File: config.mk
export PLATFORM = sky130hd
export DESIGN_NAME = viterbi_acs_sequencer
export DESIGN_NICKNAME = d
export VERILOG_FILES = /design/src/rtl/viterbi_acs_sequencer.sv
export SDC_FILE = /design/constraint.sdc
export NUM_CORES = 1
export LEC_CHECK = 0
export BUFFER_PORTS_ARGS = -buffer_cell sky130_fd_sc_hd__buf_2
export CAP_MARGIN = 5
export CORE_MARGIN = 1
export CORE_UTILIZATION = 32
export DETAILED_ROUTE_END_ITERATION = 12
export PLACE_DENSITY_LB_ADDON = 0.25
export SLEW_MARGIN = 20
export SYNTH_ARGS = -nofsm -noshare
export SYNTH_HDL_FRONTEND = slang
export SYNTH_SLANG_ARGS = --single-unit
File: constraint.sdc
create_clock -name clk -period 1.6 [get_ports clk]
set_input_delay 0.16 -clock clk [delete_from_list [all_inputs] [get_ports clk]]
set_output_delay 0.16 -clock clk [all_outputs]
set_load 0.01 [all_outputs]
File: src/rtl/viterbi_acs_sequencer.sv
// Front-end sequencer for the 64-state K=7 Viterbi ACS array: branch metrics,
// ACS clear/step strobes, decision write-back and traceback launch.
module viterbi_acs_sequencer #(
  parameter int MAX_SYMS = 48,
  parameter int ADDR_W   = 6
) (
  input  logic              clk,
  input  logic              reset,
  input  logic              in_valid,
  output logic              in_ready,
  input  logic [1:0]        in_bits,
  input  logic              in_last,
  output logic [7:0]        metrics,
  output logic              acs_clear,
  output logic              acs_step,
  input  logic [63:0]       dec_in,
  output logic              dec_wr_en,
  output logic [ADDR_W-1:0] dec_wr_addr,
  output logic [63:0]       dec_wr_data,
  output logic              tb_start,
  output logic [ADDR_W-1:0] tb_len,
  input  logic              tb_busy,
  output logic              frame_err
);

  typedef enum logic [2:0] {
    IDLE,
    CLEAR,
    RUN,
    STEP,
    TB,
    TBWAIT,
    DRAIN
  } state_t;

  localparam logic [ADDR_W-1:0] LAST_IDX = ADDR_W'(MAX_SYMS - 1);

  state_t            state;
  logic [ADDR_W-1:0] sym_cnt;
  logic              last_r;
  logic [7:0]        met_next;
  logic              hs;

  assign hs          = in_valid & in_ready;
  assign dec_wr_addr = sym_cnt;
  assign dec_wr_data = dec_in;

  // Hamming distance of the received pair to each hypothesis h: {both differ, one differs}
  always_comb begin
    met_next = '0;
    for (int unsigned h = 0; h < 4; h++) begin
      logic [1:0] x;
      x = in_bits ^ 2'(h);
      met_next[2*h +: 2] = {x[1] & x[0], x[1] ^ x[0]};
    end
  end

  // Strobes are registered on the transition into the state that owns them,
  // so each is high exactly for the cycle spent in that state.
  always_ff @(posedge clk) begin
    if (reset) begin
      state     <= IDLE;
      sym_cnt   <= '0;
      last_r    <= 1'b0;
      metrics   <= '0;
      tb_len    <= '0;
      in_ready  <= 1'b0;
      acs_clear <= 1'b0;
      acs_step  <= 1'b0;
      dec_wr_en <= 1'b0;
      tb_start  <= 1'b0;
      frame_err <= 1'b0;
    end else begin
      acs_clear <= 1'b0;
      acs_step  <= 1'b0;
      dec_wr_en <= 1'b0;
      tb_start  <= 1'b0;
      frame_err <= 1'b0;
      case (state)
        IDLE: begin
          if (in_valid) begin
            state     <= CLEAR;
            acs_clear <= 1'b1;
          end
        end
        CLEAR: begin
          sym_cnt  <= '0;
          state    <= RUN;
          in_ready <= 1'b1;
        end
        RUN: begin
          if (hs) begin
            metrics   <= met_next;
            last_r    <= in_last;
            in_ready  <= 1'b0;
            acs_step  <= 1'b1;
            dec_wr_en <= 1'b1;
            frame_err <= !in_last && (sym_cnt == LAST_IDX);
            state     <= STEP;
          end
        end
        STEP: begin
          sym_cnt <= sym_cnt + ADDR_W'(1);
          if (last_r) begin
            state    <= TB;
            tb_start <= 1'b1;
            tb_len   <= sym_cnt + ADDR_W'(1);
          end else if (sym_cnt == LAST_IDX) begin
            state    <= DRAIN;
            in_ready <= 1'b1;
          end else begin
            state    <= RUN;
            in_ready <= 1'b1;
          end
        end
        TB: begin
          state <= TBWAIT;
        end
        TBWAIT: begin
          if (!tb_busy) state <= IDLE;
        end
        DRAIN: begin
          if (hs && in_last) begin
            state    <= IDLE;
            in_ready <= 1'b0;
          end
        end
        default: state <= IDLE;
      endcase
    end
  end

endmodule

; After elaboration in Yosys (flattened, before gate mapping)
; Index checks and enable logic that the tools add are counted.
[word_totals]
register_bits = 29
in_bits = 71
output_inout_bits = 90
wordCells = 68
[classes]
add_sub_neg = 1
eq_ne = 12
muxes = 15
n_bitwise = 16
n_reduce_logical = 14
[ops]
columns = cell, count
row1 = one-hot mux 3 bit (7 select lines), 1
row2 = two-way mux 3 bit, 6
row3 = one-hot mux 6 bit (2 select lines), 1
row4 = inequality test 2 bit (second input constant), 5
row5 = == test 3 bit (second input constant), 3
row6 = AND reduction 4 bit, 2
row7 = adder 6 x 1 -> 6 bit (second input constant), 1
row8 = == test 3 x 2 -> 1 bit (second input constant), 2
row9 = == test 6 bit (second input constant), 1
row10 = two-way mux 1 bit, 6
row11 = NOT 1 bit, 6
row12 = OR reduction 2 bit, 3
row13 = AND 1 bit, 5
row14 = one-hot mux 1 bit (4 select lines), 1
row15 = AND reduction 2 bit, 2
row16 = nonzero test 4 bit, 1
row17 = XOR 1 bit, 4
row18 = == test 3 x 1 -> 1 bit (second input constant), 1
row19 = zero test 3 bit, 1
row20 = OR reduction 3 bit, 1
row21 = logical AND 1 bit, 2
row22 = NOT 2 bit, 1
row23 = nonzero test 2 bit, 1
row24 = zero test 1 bit, 1

; Logic depth before layout (Yosys ltp)
; Gate-level depths: netlist (run 1).
[depth]
word_depth = 4
mapped_depth = 5

; Worst setup path before layout (run 1)
; Ideal clock, no wire load.
[synth_timing]
path_type = flip-flop to flip-flop
from = reg sym_cnt[0], in the netlist dec_wr_addr[0]
to = reg sym_cnt[4], in the netlist dec_wr_addr[4]
setup_time_ns = 0.128
t_arrival_ns = 1.218
t_required_ns = 1.472
slack_ns = 0.254
stages_incl_launch_ff = 6
n_path_buf = 1
synth_period_minus_slack_ns = 1.346
path_cell_list = dfxtp_1 > ha_1 > and3_1 > buf_2 > mux2i_1 > o32ai_1
[synth_via]
elab_chain_len = 2
[synth_rtl]
columns = item, line
row1 = start: declaration, 39  ; logic [ADDR_W-1:0] sym_cnt;
row2 = start signal: assignment, 103  ; sym_cnt <= sym_cnt + ADDR_W'(1);
row3 = adder 6 x 1 -> 6 bit, 103
row4 = one-hot mux 6 bit (2 select lines), 79  ; case (state)
; Every way passes these cells.
; A chain may end at the register's enable or synchronous reset.

; Worst setup path after layout (run 1)
; Ends and elaborated chain as after synthesis.

==> flow_metrics.py, run 1 <==
metrics = {
    "sta": {
        "tns_ns": 0,
        "fmax_ghz": 0.7168,
        "setup_violations": 0,
        "rsz0062_at_grt": "no",
        "period_needed_ns": 1.395,
        "hold_viol": 0,
        "hold_ws_ns": 0.2035,
        "fin_crit_sh_pct": 87.20,
        "fin_skew_ns": 0.002801,
        "worst_pin_slew_ns": 0.3974,
        "drv_slew": 0,
        "relSlewSlack_pct": 73.51,
    },
    "finish": {
        "fin_nets": 255,
        "areaGrowthSynthToFinish_pct": -11.13,
        "antennaDiodeCount": 0,
        "final_common_cell": "buf_2",
        "layout-drive-gt1-share_pct": 26.97,
        "final_cell_mix": "buf_2, dfxtp_1, a21oi_1",
        "fin_cells": 248,
    },
    "cts": {
        "cts-resized-gates": 0,
        "post_cts.repair.setup_buffers": 0,
        "cts_sinks": 27,
        "htree_num_levels": 1,
        "path_clk_slew_ns": 0.09,
        "clockBufferDepth": 2,
        "cts_tree": "yes",
        "postCtsHoldBufs": 0,
        "clockRootBuffer": "clkbuf_8",
        "clk_latency_ns": 0.26,
        "cts_buffers": 3,
    },
    "global_routing": {
        "grt_usage_pct": 12.24,
        "grt_pass1_vias": 1077,
        "use_met3_pct": 3.214,
        "grt_first_pass_wirelength_um": 5678,
        "grt_max_degree": 23,
        "grt_use_met2_pct": 20.09,
        "antenna_found_initial": 0,
        "use_met1_pct": 13.84,
        "grt-ovfl-total": 0,
        "top_usage_layer": "met2",
    },
    "detailed_routing": {
        "wirelength_um": 3645,
        "num_vias": 1146,
        "final_antenna_net_count": 0,
        "vias_per_cell": 4.621,
        "firstDrtPassIters": 4,
        "remaining_drc_errors": 0,
        "drt_iter0_drc": 82,
        "routedWlPerCell_um": 14.70,
    },
    "logic_synthesis": {
        "netlist_area_sq_mm": 0.001787,
        "yosysTopAreaCell": "dfxtp_1",
        "async_reset_ff_share_pct": 0,
        "yosys-top-cells-area": "dfxtp_1, buf_4, a21oi_1",
        "synth_fp_nets": 287,
        "synth-seq-area-share_pct": 30.25,
        "synth_edf_count": 0,
        "synth_top_area_share_pct": 30.25,
        "synth_ff_type": "dfxtp_1",
        "synth_cells": 211,
        "postSynthAreaPerCell_sq_um": 8.468,
        "synth_cell_types": 42,
        "ys_warn_count": 0,
        "yosys_register_bits": 27,
    },
    "critical_path": {
        "slowest_stage": "dfxtp_1",
        "reg2reg_to": "dec_wr_addr[4]$_SDFFE_PP0P_",
        "timing.rr.start": "dec_wr_addr[0]$_SDFFE_PP0P_",
        "r2r_setup_slack_ns": 0.20,
        "r2r_cells": 4,
        "cp-endpoint": "dec_wr_addr[4]$_SDFFE_PP0P_",
        "critPathMaxFanout": 7,
        "required_ns": 1.75,
        "cp-end-kind": "flip-flop",
        "start_kind": "flip-flop",
        "slowest_delay_ns": 0.44,
        "cp-startpoint": "dec_wr_addr[0]$_SDFFE_PP0P_",
        "path_class": "reg2reg",
        "cp.arrival_ns": 1.54,
        "path_cells": "ha_1, and3_1, mux2i_1, o32ai_1",
    },
    "floorplan": {
        "pin_count": 161,
        "die_w_um": 76.72,
        "die-area_sq_mm": 0.005886,
        "rows": 26,
        "start_util_pct": 34.11,
        "coreArea_sq_mm": 0.005238,
        "die_h_um": 76.72,
    },
    "pwr": {
        "power_density_mw_per_mm2": 749.6,
        "power.leakage_nw": 0.6799,
        "total_power_mw": 1.190,
        "irDropWorstVdd_v": 0.0002584,
    },
    "place": {
        "io_buffer_count": 32,
        "hpwlAfterDp_um": 2806,
        "gp_congestion": 0.7487,
        "dp_cells": 244,
    },
    "job": {
        "cap_violations": 0,
    },
    "run_status": {
        "run_status": "completed",
    },
    "hold_path": {
        "hp-class": "in2reg",
    },
}
## critical path, delay by kind of cell (launching register included)
kind	cells	cell delay [ns]
mux	1	0.20
fa+ha+maj	1	0.27
flops	1	0.44
simple gates	1	0.27
compound gates	1	0.10
## cell usage after synthesis, types with 2 or more instances
cell type,count
and3_1,3
dfxtp_1,27
clkbuf_1,5
a211oi_1,4
o21ai_1,4
nor2b_1,3
inv_1,5
nand3_1,8
nand2_1,8
a21oi_1,14
nor2_1,6
or3_1,2
ha_1,5
buf_4,68
and4b_1,2
nor3b_1,4
nand3b_1,3
o211ai_1,2
a31oi_1,2
o21ai_0,7
nor3_1,3
nand2b_1,2
xnor2_1,2
buf_2,3
mux2i_1,2
## flip-flops by register name, summed over array words and instances, names as in the netlist
| signal | count |
|---|---|
| tb_len | 6 |
| tb_start | 1 |
| frame_err | 1 |
| metrics | 6 |
| state | 3 |
| in_ready | 1 |
| dec_wr_en | 1 |
| last_r | 1 |
| dec_wr_addr | 6 |
| acs_clear | 1 |
## cells by family (layout without fill, tap and decap cells)
logic type | count (synthesis) | count (layout) | share of synthesized area [%]
buffers and inverters | 84 | 51 | 32.56
and+or+nand+nor | 50 | 50 | 17.72
AOI/OAI and AO/OA | 40 | 40 | 13.38
DFF | 27 | 27 | 30.25
adders and majority gates | 5 | 5 | 3.501
xor gates and xnor gates | 3 | 3 | 1.471
muxes | 2 | 2 | 1.120
## metal layers
metal	wire (um)	part of all wire, %	vias up
li1	-	-	585
met1	1505	41	504
met2	1731	47	43
met3	281	7.7	14
met4	126	3.5	0
met5	0	0	-
## through the flow
| stage | setup WS, ns | utilization (%) | instance area, sq um |
|---|---|---|---|
| 2_1_floorplan | 0.2540 | - | 1787 |
| 5_1_grt | 0.09189 | 30.32 | 1588 |
| 4_1_cts | 0.2025 | 30.32 | 1588 |
| 3_3_place_gp | 0.2432 | 29.46 | 1543 |
| 6_report | 0.2049 | 30.32 | 1588 |
| 3_5_place_dp | 0.2270 | 29.46 | 1543 |
## report_power, final
| group | switching [mW] | internal [mW] | total (mW) | leakage, nW |
|---|---|---|---|---|
| Clock | 0.200 | 0.178 | 0.378 | 0.0228 |
| Sequential | 0.0208 | 0.682 | 0.703 | 0.218 |
| Combinational | 0.0573 | 0.0521 | 0.109 | 0.439 |
## layout make-up
class                   count  area, sq um
fillers                   568         3650
multi-input cells         100        664.4
flip-flops and latches     27        540.5
repair buffers             41        227.7
well taps                  70        87.58
clock buffers               4        45.04
inverters                   6        22.52
## how the worst min path moves through the flow
stage | to | startpoint | slack (ns) | cells after the start
floorplan | last_r$_SDFFE_PP0P_ | in_last | 0.31 | 2
detailed placement | dec_wr_data[14] | dec_in[14] | 0.32 | 0
global route | last_r$_SDFFE_PP0P_ | in_last | 0.21 | 3
CTS | last_r$_SDFFE_PP0P_ | in_last | 0.20 | 3
finish | last_r$_SDFFE_PP0P_ | in_last | 0.20 | 3
global placement | dec_wr_data[14] | dec_in[14] | 0.32 | 0
No activity file was read; power rests on OpenSTA's default activity.
==> run 2: changes to the inputs <==
--- a/config.mk
+++ b/config.mk
@@ -10,7 +10,9 @@
 export CORE_MARGIN = 1
 export CORE_UTILIZATION = 32
 export DETAILED_ROUTE_END_ITERATION = 12
+export GPL_TIMING_DRIVEN = 0
 export PLACE_DENSITY_LB_ADDON = 0.25
+export SKIP_CTS_REPAIR_TIMING = 1
 export SLEW_MARGIN = 20
 export SYNTH_ARGS = -nofsm -noshare
 export SYNTH_HDL_FRONTEND = slang
==> run 2 against run 1 <==
Effect of this change:
- non-clock buffer count up 132
- clock skew hardly changed
- global-route usage is 1.1 points higher
- total power rose by 21%
- via count up 45%
- highest routed layer unchanged
- critical endpoint unchanged
- final cell count grew 53%
- clock-buffer cell count down 1
==> flow_metrics.py, run 2 (synthesized netlist as in run 1, its figures left out) <==
metrics = {
    "finish": {
        "layout-drive-gt1-share_pct": 56.45,
        "areaGrowthSynthToFinish_pct": 34.10,
        "final_cell_mix": "buf_2, buf_4, dfxtp_1",
        "fin_nets": 387,
        "fin_cells": 380,
        "antennaDiodeCount": 0,
        "fill_cells": 518,
        "final_common_cell": "buf_2",
    },
    "critical_path": {
        "path_class": "reg2reg",
        "slowest_delay_ns": 0.47,
        "timing.rr.start": "dec_wr_addr[0]$_SDFFE_PP0P_",
        "r2r_cells": 5,
        "required_ns": 1.75,
        "cp-startpoint": "dec_wr_addr[0]$_SDFFE_PP0P_",
        "reg2reg_to": "dec_wr_addr[4]$_SDFFE_PP0P_",
        "path_cells": "ha_1, and3_1, buf_2, mux2i_1, o32ai_1",
        "r2r_setup_slack_ns": 0.16,
        "critPathMaxFanout": 7,
        "start_kind": "flip-flop",
        "cp.arrival_ns": 1.60,
        "slowest_stage": "dfxtp_1",
        "cp-end-kind": "flip-flop",
    },
    "sta": {
        "hold_ws_ns": 0.1779,
        "tns_ns": 0,
        "fmax_ghz": 0.6938,
        "fin_skew_ns": 0.003011,
        "hold_viol": 0,
        "rsz0062_at_grt": "no",
        "worst_pin_slew_ns": 0.4993,
        "drv_slew": 0,
        "period_needed_ns": 1.441,
        "fin_crit_sh_pct": 90.08,
        "relSlewSlack_pct": 66.71,
        "setup_violations": 0,
    },
    "global_routing": {
        "grt_first_pass_wirelength_um": 6389,
        "grt_usage_pct": 13.36,
        "grt-ovfl-total": 0,
        "antenna_found_initial": 0,
        "grt_pass1_vias": 1435,
        "grt_max_degree": 16,
    },
    "cts": {
        "cts_tree": "yes",
        "clockRootBuffer": "clkbuf_8",
        "path_clk_slew_ns": 0.10,
        "clockBufferDepth": 2,
        "cts_sinks": 27,
        "htree_num_levels": 1,
        "clk_latency_ns": 0.27,
        "cts_buffers": 3,
    },
    "detailed_routing": {
        "final_antenna_net_count": 0,
        "firstDrtPassIters": 4,
        "wl_met3_um": 308,
        "drt_iter0_drc": 47,
        "remaining_drc_errors": 0,
        "wirelength_um": 4183,
        "routedWlPerCell_um": 11.01,
        "top_layer": "met4",
        "route.met2.wl_um": 2199,
        "vias_per_cell": 4.379,
        "wl_met1_um": 1621,
        "num_vias": 1664,
    },
    "hold_path": {
        "hp-class": "in2reg",
        "hp-start": "in_last",
        "min_to": "last_r$_SDFFE_PP0P_",
        "holdPathStages": 3,
    },
    "floorplan": {
        "die_h_um": 76.72,
        "start_util_pct": 34.11,
        "coreArea_sq_mm": 0.005238,
        "pin_count": 161,
        "die-area_sq_mm": 0.005886,
        "rows": 26,
        "die_w_um": 76.72,
    },
    "place": {
        "hpwlAfterDp_um": 3408,
        "io_buffer_count": 95,
        "dp_cells": 376,
        "gp_congestion": 0.7221,
    },
    "pwr": {
        "pwr-share-clk_pct": 27.6,
        "power_density_mw_per_mm2": 602.8,
        "comb_power_share_pct": 24.2,
        "irDropWorstVdd_v": 0.0003135,
        "p_int_mw": 1.055,
        "power_frac_seq_pct": 48.2,
        "switchingPower_mw": 0.3895,
        "swShare_pct": 26.97,
        "power.leakage_nw": 1.242,
    },
    "job": {
        "cap_violations": 0,
    },
    "run_status": {
        "run_status": "completed",
    },
}
## run 2: changes by cell type in the layout (fill, tap and decap cells not counted), sizes merged
| cell | delta |
|---|---|
| buf | +127 |
| clkbuf | +4 |
| clkinv | +1 |
## run 2: per-stage QoR
stage	setup slack, ns	area (sq um)	total power, mW	utilization (%)
2_1_floorplan	0.2540	1787	0.9487	-
3_3_place_gp	0.1750	2350	1.062	44.86
3_5_place_dp	0.1755	2350	1.065	44.86
4_1_cts	0.1610	2396	1.458	45.75
5_1_grt	0.03495	2396	1.506	45.75
6_report	0.1587	2396	1.444	45.75
## run 2: how the worst max path moves through the flow
stage / endpoint / slack (ns) / cells past startpoint
floorplan: dec_wr_addr[4]$_SDFFE_PP0P_ / 0.25 / 5
global placement: dec_wr_addr[4]$_SDFFE_PP0P_ / 0.18 / 5
detailed placement: dec_wr_addr[4]$_SDFFE_PP0P_ / 0.18 / 5
CTS: dec_wr_addr[4]$_SDFFE_PP0P_ / 0.16 / 5
global route: tb_len[4]$_SDFFE_PP0P_ / 0.03 / 5
finish: dec_wr_addr[4]$_SDFFE_PP0P_ / 0.16 / 5
## run 2: power groups by stage
| stage | registers, mW | logic (mW) | clock network, mW |
|---|---|---|---|
| floorplan | 0.713 | 0.236 | 0 |
| global placement | 0.712 | 0.350 | 0 |
| detailed placement | 0.713 | 0.352 | 0 |
| CTS | 0.697 | 0.354 | 0.408 |
| global route | 0.699 | 0.378 | 0.429 |
| finish | 0.697 | 0.349 | 0.399 |
## run 2: routing by layer
| layer | vias up | GRT usage, % |
|---|---|---|
| met5 | - | 0 |
| met4 | 0 | 5.192 |
| met3 | 4 | 1.667 |
| met2 | 86 | 25.71 |
| met1 | 724 | 14.59 |
| li1 | 850 | - |
## run 2: final cells by class
class	count	area (sq um)	area share, %
tap	70	87.58	3.655
multi-input combinational	100	664.4	27.73
clock inverter	1	5.005	0.2089
clock buffer	3	41.29	1.723
buffer	78	559.3	23.34
inverter	6	22.52	0.9399
timing repair buffer	95	475.5	19.84
sequential	27	540.5	22.56
## run 2: worst max-delay path: cells and delay by family (launching register included)
family / cells / cell delay, ns
compound gates: 1 / 0.10
fa+ha+maj: 1 / 0.26
buf+inv: 1 / 0.15
flops: 1 / 0.47
mux: 1 / 0.18
simple gates: 1 / 0.16
==> run 3: changes to the inputs <==
--- a/config.mk
+++ b/config.mk
@@ -5,6 +5,7 @@
 export SDC_FILE = /design/constraint.sdc
 export NUM_CORES = 1
 export LEC_CHECK = 0
+export ABC_AREA = 1
 export BUFFER_PORTS_ARGS = -buffer_cell sky130_fd_sc_hd__buf_2
 export CAP_MARGIN = 5
 export CORE_MARGIN = 1
==> run 3 against run 2 <==
Effect of this change:
- hold slack got worse by 0.053 ns
- final cell count increased by 2.9%
- global-route usage decreased by 0.54 points
- flip-flop and latch count unchanged
- critical path depth increased by 2
- critical path type unchanged
- combinational power increased by 25%
- sequential share of layout area increased by 0.84 points
- wire length decreased by 14%
- maximum frequency increased by 9.4%
- largest cell class unchanged
- sequential power increased by 5.2%
- via count decreased by 3.1%
- critical endpoint is now state[2]$_SDFFE_PP0P_
==> flow_metrics.py, run 3 <==
metrics = {
    "pwr": {
        "power_density_mw_per_mm2": 672.6,
        "total_power_mw": 1.553,
        "power.leakage_nw": 1.297,
        "irDropWorstVdd_v": 0.0003263,
    },
    "floorplan": {
        "pin_count": 161,
        "rows": 26,
        "start_util_pct": 33.22,
        "die-area_sq_mm": 0.005597,
        "die_w_um": 74.82,
        "die_h_um": 74.82,
        "coreArea_sq_mm": 0.005107,
    },
    "logic_synthesis": {
        "synth_fp_nets": 297,
        "yosysTopAreaCell": "dfxtp_1",
        "synth_common_cells": "buf_4, nand2_1, dfxtp_1",
        "yosys_register_bits": 27,
        "synth_ff_type": "dfxtp_1",
        "synth-seq-area-share_pct": 31.86,
        "postSynthAreaPerCell_sq_um": 7.677,
        "yosys-top-cells-area": "dfxtp_1, buf_4, nand2_1",
        "synth_cell_types": 28,
        "netlist_area_sq_mm": 0.001697,
        "synth_edf_count": 0,
        "async_reset_ff_share_pct": 0,
        "synth_top_area_share_pct": 31.86,
        "ys_warn_count": 0,
        "synth_cells": 221,
        "synth.most_common_cell": "buf_4",
    },
    "critical_path": {
        "timing.rr.start": "dec_wr_addr[0]$_SDFFE_PP0P_",
        "cp_top_family": "simple AND/OR/NAND/NOR gates",
        "cp.arrival_ns": 1.53,
        "cpMostUsedCell": "nand2_1",
        "slowest_delay_ns": 0.42,
        "path_buf_inv": 1,
        "r2r_setup_slack_ns": 0.28,
        "critPathMaxFanout": 5,
        "slowest_stage": "dfxtp_1",
        "r2r_cells": 7,
        "required_ns": 1.81,
        "start_kind": "flip-flop",
        "cp-end-kind": "flip-flop",
        "reg2reg_to": "state[2]$_SDFFE_PP0P_",
        "path_cells": "ha_1, nand3_1, nor3_1, nand2_1, nand2_1, inv_1, nor2_1",
        "path_class": "reg2reg",
        "cp_num_cells": 7,
    },
    "detailed_routing": {
        "routedWlPerCell_um": 9.243,
        "remaining_drc_errors": 0,
        "drt_iter0_drc": 45,
        "vias_per_cell": 4.125,
        "wirelength_um": 3614,
        "final_antenna_net_count": 0,
        "firstDrtPassIters": 4,
        "num_vias": 1613,
    },
    "sta": {
        "period_needed_ns": 1.317,
        "drv_slew": 0,
        "rsz0062_at_grt": "no",
        "fmax_ghz": 0.7591,
        "worst_pin_slew_ns": 0.5458,
        "fin_crit_sh_pct": 82.33,
        "relSlewSlack_pct": 63.61,
        "fin_skew_ns": 0.002480,
        "setup_violations": 0,
        "tns_ns": 0,
        "hold_viol": 0,
    },
    "global_routing": {
        "grt_use_met2_pct": 22.42,
        "use_met3_pct": 2.544,
        "grt_usage_pct": 12.81,
        "grt_max_degree": 15,
        "grt_first_pass_wirelength_um": 5485,
        "top_usage_layer": "met2",
        "antenna_found_initial": 0,
        "use_met1_pct": 15.66,
        "grt-ovfl-total": 0,
        "grt_pass1_vias": 1289,
    },
    "finish": {
        "antennaDiodeCount": 0,
        "final_cell_mix": "buf_2, buf_4, nand2_1",
        "areaGrowthSynthToFinish_pct": 36.14,
        "fin_nets": 398,
        "layout-drive-gt1-share_pct": 55.14,
        "final_common_cell": "buf_2",
    },
    "cts": {
        "cts_tree": "yes",
        "cts_sinks": 27,
        "htree_num_levels": 1,
        "cts_buffers": 3,
        "clockRootBuffer": "clkbuf_8",
        "path_clk_slew_ns": 0.09,
        "clk_latency_ns": 0.27,
        "clockBufferDepth": 2,
    },
    "place": {
        "io_buffer_count": 96,
        "hpwlAfterDp_um": 2989,
        "gp_congestion": 0.8170,
    },
    "job": {
        "cap_violations": 0,
    },
    "run_status": {
        "run_status": "completed",
    },
    "hold_path": {
        "holdPathStages": 2,
        "hp-start": "reset",
        "hp-class": "in2reg",
        "min_to": "tb_start$_SDFF_PP0_",
    },
}
[run 3: power by group]
| group | switching (mW) | internal [mW] |
|---|---|---|
| Sequential | 0.0324 | 0.700 |
| Combinational | 0.215 | 0.221 |
| Clock | 0.207 | 0.178 |
| Total | 0.454 | 1.10 |
[run 3: worst max-delay path by stage]
stage | start | slack (ns) | to
after floorplan | dec_wr_addr[0]$_SDFFE_PP0P_ | 0.43 | state[2]$_SDFFE_PP0P_
after global placement | dec_wr_addr[0]$_SDFFE_PP0P_ | 0.33 | state[2]$_SDFFE_PP0P_
after detailed placement | dec_wr_addr[0]$_SDFFE_PP0P_ | 0.30 | state[2]$_SDFFE_PP0P_
after CTS | dec_wr_addr[0]$_SDFFE_PP0P_ | 0.29 | state[2]$_SDFFE_PP0P_
after global routing | dec_wr_addr[0]$_SDFFE_PP0P_ | 0.18 | state[2]$_SDFFE_PP0P_
final | dec_wr_addr[0]$_SDFFE_PP0P_ | 0.28 | state[2]$_SDFFE_PP0P_
[run 3: kinds of logic after synthesis]
logic type	after synthesis	share of synthesized area, %
AO/OA/AOI/OAI	26	7.965
XOR/XNOR	3	1.549
adder cells (fa/ha/maj)	5	3.687
buffers and inverters	90	34.96
flip-flops	27	31.86
AND/OR/NAND/NOR	70	19.99
[run 3: area by class of cell]
cell class | count | area [sq um]
buffer | 69 | 510.5
clock buffer | 4 | 45.04
fill | 526 | 2798
inverter | 21 | 82.58
multi-input combinational | 104 | 563.0
sequential | 27 | 540.5
tap | 70 | 87.58
timing repair buffer | 96 | 480.5
[run 3: stage by stage]
step	worst slack (ns)	hold slack, ns	std cells	cell area [sq um]	utilization [%]
after floorplan	0.4291	0.2291	221	1697	-
after detailed placement	0.3030	0.4148	387	2265	44.34
final	0.2827	0.1250	391	2310	45.22
after global routing	0.1771	0.1095	391	2310	45.22
after global placement	0.3306	0.4155	387	2265	44.34
after CTS	0.2899	0.1219	391	2310	45.22
[run 3: per-layer routing]
layer,share of wire (%),up-vias
li1,-,833
met2,48,89
met3,9.1,2
met5,0,-
met1,42,689
met4,0.58,0
